--- src/rtl/lsu_pkg.sv ---
// Shared encodings for the load/store controller: funct3 codes, FSM states and
// the request legality check applied at accept.
package lsu_pkg;

    localparam logic [2:0] F3_B  = 3'b000;
    localparam logic [2:0] F3_H  = 3'b001;
    localparam logic [2:0] F3_W  = 3'b010;
    localparam logic [2:0] F3_D  = 3'b011;
    localparam logic [2:0] F3_BU = 3'b100;
    localparam logic [2:0] F3_HU = 3'b101;
    localparam logic [2:0] F3_WU = 3'b110;

    typedef enum logic [2:0] {
        S_IDLE   = 3'd0,
        S_LOAD   = 3'd1,
        S_RMW_RD = 3'd2,
        S_RMW_WR = 3'd3,
        S_RESP   = 3'd4
    } lsu_state_t;

    // Every access touches 8 bytes, so the last legal start is mem_bytes-8.
    function automatic logic lsu_legal(input logic        we,
                                       input logic [2:0]  f3,
                                       input logic [63:0] addr,
                                       input logic [63:0] mem_bytes);
        logic f3_ok;
        f3_ok = we ? ~f3[2] : (f3 != 3'b111);
        return f3_ok && (addr <= mem_bytes - 64'd8);
    endfunction

endpackage

--- src/rtl/lsu_mem_ctrl_align.sv ---
// Combinational data alignment: load sign/zero extension and the byte merge
// used by the read-modify-write path of partial stores.
module lsu_mem_ctrl_align
    import lsu_pkg::*;
(
    input  logic [2:0]  i_funct3,
    input  logic [63:0] i_rdata,
    input  logic [63:0] i_wdata,
    output logic [63:0] o_load,
    output logic [63:0] o_merge
);

    always_comb begin
        o_load = i_rdata;
        case (i_funct3)
            F3_B:    o_load = {{56{i_rdata[7]}},  i_rdata[7:0]};
            F3_H:    o_load = {{48{i_rdata[15]}}, i_rdata[15:0]};
            F3_W:    o_load = {{32{i_rdata[31]}}, i_rdata[31:0]};
            F3_BU:   o_load = {56'd0, i_rdata[7:0]};
            F3_HU:   o_load = {48'd0, i_rdata[15:0]};
            F3_WU:   o_load = {32'd0, i_rdata[31:0]};
            default: o_load = i_rdata;
        endcase
    end

    // Byte 0 is the addressed byte, so partial stores replace the low bytes.
    always_comb begin
        o_merge = i_wdata;
        case (i_funct3)
            F3_B:    o_merge = {i_rdata[63:8],  i_wdata[7:0]};
            F3_H:    o_merge = {i_rdata[63:16], i_wdata[15:0]};
            F3_W:    o_merge = {i_rdata[63:32], i_wdata[31:0]};
            default: o_merge = i_wdata;
        endcase
    end

endmodule

--- src/rtl/lsu_mem_ctrl.sv ---
// Single-outstanding load/store initiator for a byte-addressed 64-bit memory;
// partial stores go through a read-modify-write sequence.
module lsu_mem_ctrl
    import lsu_pkg::*;
#(
    parameter int MEM_BYTES = 65536,
    parameter int ADDR_W    = 32
) (
    input  logic              clk,
    input  logic              rst,
    input  logic              req_valid,
    output logic              req_ready,
    input  logic              req_we,
    input  logic [2:0]        req_funct3,
    input  logic [ADDR_W-1:0] req_addr,
    input  logic [63:0]       req_wdata,
    output logic              resp_valid,
    output logic              resp_err,
    output logic [63:0]       resp_rdata,
    output logic              mem_rden,
    output logic              mem_wren,
    output logic [ADDR_W-1:0] mem_rdaddress,
    output logic [ADDR_W-1:0] mem_wraddress,
    output logic [63:0]       mem_write_data,
    input  logic [63:0]       mem_read_data
);

    lsu_state_t        r_state, w_next;
    logic [ADDR_W-1:0] r_addr;
    logic [2:0]        r_funct3;
    logic [63:0]       r_wdata;
    logic              r_we;
    logic              r_err;
    logic [63:0]       r_merge;
    logic [63:0]       r_rdata;

    logic              w_accept;
    logic              w_legal;
    logic [63:0]       w_load_ext;
    logic [63:0]       w_merge;

    assign w_accept = req_valid & req_ready;
    assign w_legal  = lsu_legal(req_we, req_funct3, 64'(req_addr), 64'(MEM_BYTES));

    lsu_mem_ctrl_align u_align (
        .i_funct3 (r_funct3),
        .i_rdata  (mem_read_data),
        .i_wdata  (r_wdata),
        .o_load   (w_load_ext),
        .o_merge  (w_merge)
    );

    always_ff @(posedge clk) begin
        if (rst) r_state <= S_IDLE;
        else     r_state <= w_next;
    end

    always_comb begin
        w_next = r_state;
        case (r_state)
            S_IDLE: begin
                if (w_accept) begin
                    if (!w_legal)                w_next = S_RESP;
                    else if (!req_we)            w_next = S_LOAD;
                    else if (req_funct3 == F3_D) w_next = S_RMW_WR;
                    else                         w_next = S_RMW_RD;
                end
            end
            S_LOAD:   w_next = S_RESP;
            S_RMW_RD: w_next = S_RMW_WR;
            S_RMW_WR: w_next = S_RESP;
            S_RESP:   w_next = S_IDLE;
            default:  w_next = S_IDLE;
        endcase
    end

    // Gating with rst keeps a reset cycle from handshaking or writing memory.
    always_comb begin
        req_ready  = (r_state == S_IDLE)   & ~rst;
        resp_valid = (r_state == S_RESP)   & ~rst;
        mem_rden   = ((r_state == S_LOAD) | (r_state == S_RMW_RD)) & ~rst;
        mem_wren   = (r_state == S_RMW_WR) & ~rst;
    end

    assign mem_rdaddress  = r_addr;
    assign mem_wraddress  = r_addr;
    assign mem_write_data = r_merge;
    assign resp_err       = r_err;
    assign resp_rdata     = r_rdata;

    // resp_rdata only changes on the edge entering RESP so it holds between responses.
    always_ff @(posedge clk) begin
        if (rst) begin
            r_addr   <= '0;
            r_funct3 <= '0;
            r_wdata  <= '0;
            r_we     <= 1'b0;
            r_err    <= 1'b0;
            r_merge  <= '0;
            r_rdata  <= '0;
        end else begin
            case (r_state)
                S_IDLE: begin
                    if (w_accept) begin
                        r_addr   <= req_addr;
                        r_funct3 <= req_funct3;
                        r_wdata  <= req_wdata;
                        r_we     <= req_we;
                        r_err    <= ~w_legal;
                        r_merge  <= req_wdata;
                        if (!w_legal) r_rdata <= '0;
                    end
                end
                S_LOAD:   r_rdata <= w_load_ext;
                S_RMW_RD: r_merge <= w_merge;
                S_RMW_WR: if (r_we) r_rdata <= '0;
                default:  ;
            endcase
        end
    end

endmodule

--- config.mk ---
export PLATFORM = sky130hd
export DESIGN_NAME = lsu_mem_ctrl
export DESIGN_NICKNAME = d
export VERILOG_FILES = /design/src/rtl/lsu_pkg.sv /design/src/rtl/lsu_mem_ctrl_align.sv /design/src/rtl/lsu_mem_ctrl.sv
export SDC_FILE = /design/constraint.sdc
export NUM_CORES = 1
export LEC_CHECK = 0
export CAP_MARGIN = 20
export CORE_MARGIN = 2
export CORE_UTILIZATION = 48
export DETAILED_ROUTE_END_ITERATION = 8
export GPL_TIMING_DRIVEN = 0
export PLACE_DENSITY = 0.86
export RECOVER_POWER = 100
export SKIP_LAST_GASP = 1
export SYNTH_ARGS = -nofsm -noshare
export SYNTH_HDL_FRONTEND = slang
export SYNTH_SLANG_ARGS = --single-unit
--- constraint.sdc ---
create_clock -name clk -period 3.15 [get_ports clk]
set_input_delay 0.63 -clock clk [delete_from_list [all_inputs] [get_ports clk]]
set_output_delay 0.63 -clock clk [all_outputs]
set_load 0.01 [all_outputs]
==> results.toml <==
[run_status]
status = "complete, no violations"

[synthesis]
ys_seq_elements = 232
synthTopCellsByArea = "dfxtp_1 48%, nand2_1 11%, a21oi_1 6.5%, a311oi_1 5.1%, o21ai_0 5.0%"
synthFlopType = "dfxtp_1"
syn_avg_cell_area_um2 = 8.10
synth_top_cell_by_area = "dfxtp_1"
syn-cell-area_um2 = 9620
yosysWarnings = 0
yosysTopAreaCellShare_pct = 48.3
syn-instance-count = 1187
syn_nets = 1354
ys_seq_area_share_pct = 48.3
synth_edf_count = 0
async_reset_ff_share_pct = 0
synth_cell_types = 36

[critical_path]
crit_fanout = 10
start_kind = "primary input"
crit_chain = "clkbuf_1 > clkbuf_2 > nor2_1 > and3_1 > clkdlybuf4s50_1"
slowest_stage = "clkdlybuf4s50_1"
crit_required_ps = 2520
ff2ff_setup_slack_ps = 300
max_stage_delay_ps = 520
arrival_ps = 2390
path_buf_inv = 3
cp.depth = 5
setup.worst_path.end_class = "output port"
ff2ff_path_depth = 6
critical-path-top-delay-family = "buffers and inverters"
path_class = "primary input to output port"

[cells_and_area]
fin_nets = 1743
area_growth_pct = 48.9
nFillCells = 1560
multiInputGateArea_um2 = 4230
layout_commonest_cell = "nand2_1"
n_antenna_cell = 0
mostFrequentLayoutCells = "292 x nand2_1, 232 x dfxtp_1, 196 x dlygate4sd3_1"
regArea_um2 = 4640
drive_above_1_share_pct = 5.46
final_cell_area_um2 = 14300

[cts]
cts_tree = "done"
clk_path_buf_depth = 3
cts_max_level = 1
hold_buffers = 0
postCtsSetupBuffers = 0
clock_sinks = 232
cts-root-buf = "clkbuf_16"
clk_latency_ps = 520
path_clk_slew_ps = 60
cts_resized = 2
cts_buffers = 24

[die]
io_pins = 364
rows = 51
core_um2 = 19600
initial_utilization_pct = 49.1
die_width_um = 146
die-area_um2 = 21200
die_y_um = 146

[pwr]
internal_power_w = 0.00515
switching_power_w = 0.00171
power_leakage_nw = 5.71
power_density_nw_per_um2 = 479
p_sw_share_pct = 24.9
clockPowerShare_pct = 41.2
combinationalPowerShare_pct = 13.4
peakVddDrop_mv = 0.389
pwr-share-seq_pct = 45.4

[grt]
antenna_found_initial = 0
grt_usage_pct = 31.7
overflow = 0
grt_pass1_vias = 10100
grt_max_degree = 14
grt_pass1_wl_um = 54600

[timing]
relSlewSlack_pct = 28.3
hold_viol = 0
fin_skew_ps = 16.0
fin_crit_ps = 3020
rsz0062_at_grt = "false"
setup_violations = 0
max_clock_freq_mhz = 331
tns_ps = 0
tightestPinTransition_ps = 1060
fin_crit_sh_pct = 95.9
drv_slew = 0

[detailed_routing]
drt_wl_total_um = 35100
drtAntennaViolNets = 0
wl_per_cell_um = 18.9
first_pass_iters = 5
vias = 10400
post-route-drc-count = 0
via_per_inst = 5.59
first_iter_violations = 632

[placed_design]
gp_congestion = 0.929
dp_hpwl_um = 26400
io_buffers = 362
placed_area_um2 = 13600

[min_path]
hold_depth = 2
hp-class = "flip-flop to flip-flop"

[job]
cap_violations = 0
==> layer usage <==
| layer | vias to the layer above | routed length (um) | GRT usage [%] |
|---|---|---|---|
| met5 | - | 0 | 0 |
| li1 | 4907 | - | - |
| met2 | 463 | 16700 | 53.2 |
| met4 | 0 | 1390 | 11.8 |
| met3 | 83 | 2580 | 5.77 |
| met1 | 4930 | 14400 | 41.0 |
==> Yosys cell counts (3+ instances only) <==
library cell / number
nand4_1: 4
a31oi_1: 9
o21ai_0: 97
buf_2: 17
a211oi_1: 56
nor3_1: 7
inv_1: 4
nand3_1: 38
o21ai_1: 21
a21o_1: 3
clkbuf_2: 3
a311oi_1: 56
a21oi_1: 125
buf_4: 33
nor2_1: 6
and2_1: 16
a22o_1: 8
buf_1: 5
nor4_1: 4
nor2b_1: 58
dfxtp_1: 232
nand2_1: 292
clkbuf_1: 76
==> area by class of cell <==
| class | instances | area share (%) |
|---|---|---|
| timing repair buffer | 363 | 25.3 |
| inverter | 4 | 0.105 |
| clock inverter | 8 | 0.454 |
| clock buffer | 36 | 5.00 |
| buffer | 138 | 4.80 |
| sequential | 232 | 32.4 |
| tap | 265 | 2.31 |
| multi-input combinational | 813 | 29.6 |
==> through the flow <==
| step | setup slack, ps | hold slack, ps | power (W) | std cells | util [%] |
|---|---|---|---|---|---|
| after global routing | 83.4 | 459 | 0.00707 | 1859 | 73.1 |
| after global placement | -66.0 | 437 | 0.00412 | 1814 | 69.3 |
| final | 128 | 449 | 0.00686 | 1859 | 73.1 |
| after detailed placement | -99.0 | 442 | 0.00413 | 1814 | 69.3 |
| after CTS | 110 | 450 | 0.00691 | 1858 | 73.3 |
| after floorplan | 1070 | 431 | 0.00356 | 1187 | - |
==> cell families (layout without fill, tap and decap cells) <==
kind of cell	Yosys count	in the layout	synth area share (%)
flops	232	232	48.3
simple gates	432	432	19.9
buf+inv	142	549	7.48
mux	1	1	0.104
xor+xnor	1	1	0.0911
compound gates	379	379	24.1
==> power by group through the flow <==
stage	Sequential [W]	Combinational, W	Clock (W)
after global placement	0.00318	0.000939	0
after global routing	0.00313	0.000988	0.00295
after CTS	0.00312	0.000957	0.00284
after detailed placement	0.00318	0.000950	0
final	0.00312	0.000922	0.00282
after floorplan	0.00319	0.000365	0
==> sequential cells by signal, summed over array words and instances, names as in the netlist <==
register,flops
mem_write_data,64
r_we,1
r_funct3,3
r_state,3
resp_rdata,64
r_wdata,64
resp_err,1
mem_rdaddress,32
==> worst register-to-register path, stage by stage (launching register included) <==
cell	delay, ps
dfxtp_1	300
clkbuf_1	170
nor4b_1	930
a21boi_1	670
clkbuf_1	350
o21ai_0	170
a21oi_1	170
==> worst paths after layout <==
path	from	endpoint
worst min register to register	r_wdata[61]	r_wdata[61]
worst min-delay path	r_wdata[61]	r_wdata[61]
worst max-delay path	rst	mem_wren
worst max register to register	r_state[1]	resp_rdata[62]
(Power assumes the default switching activity.)
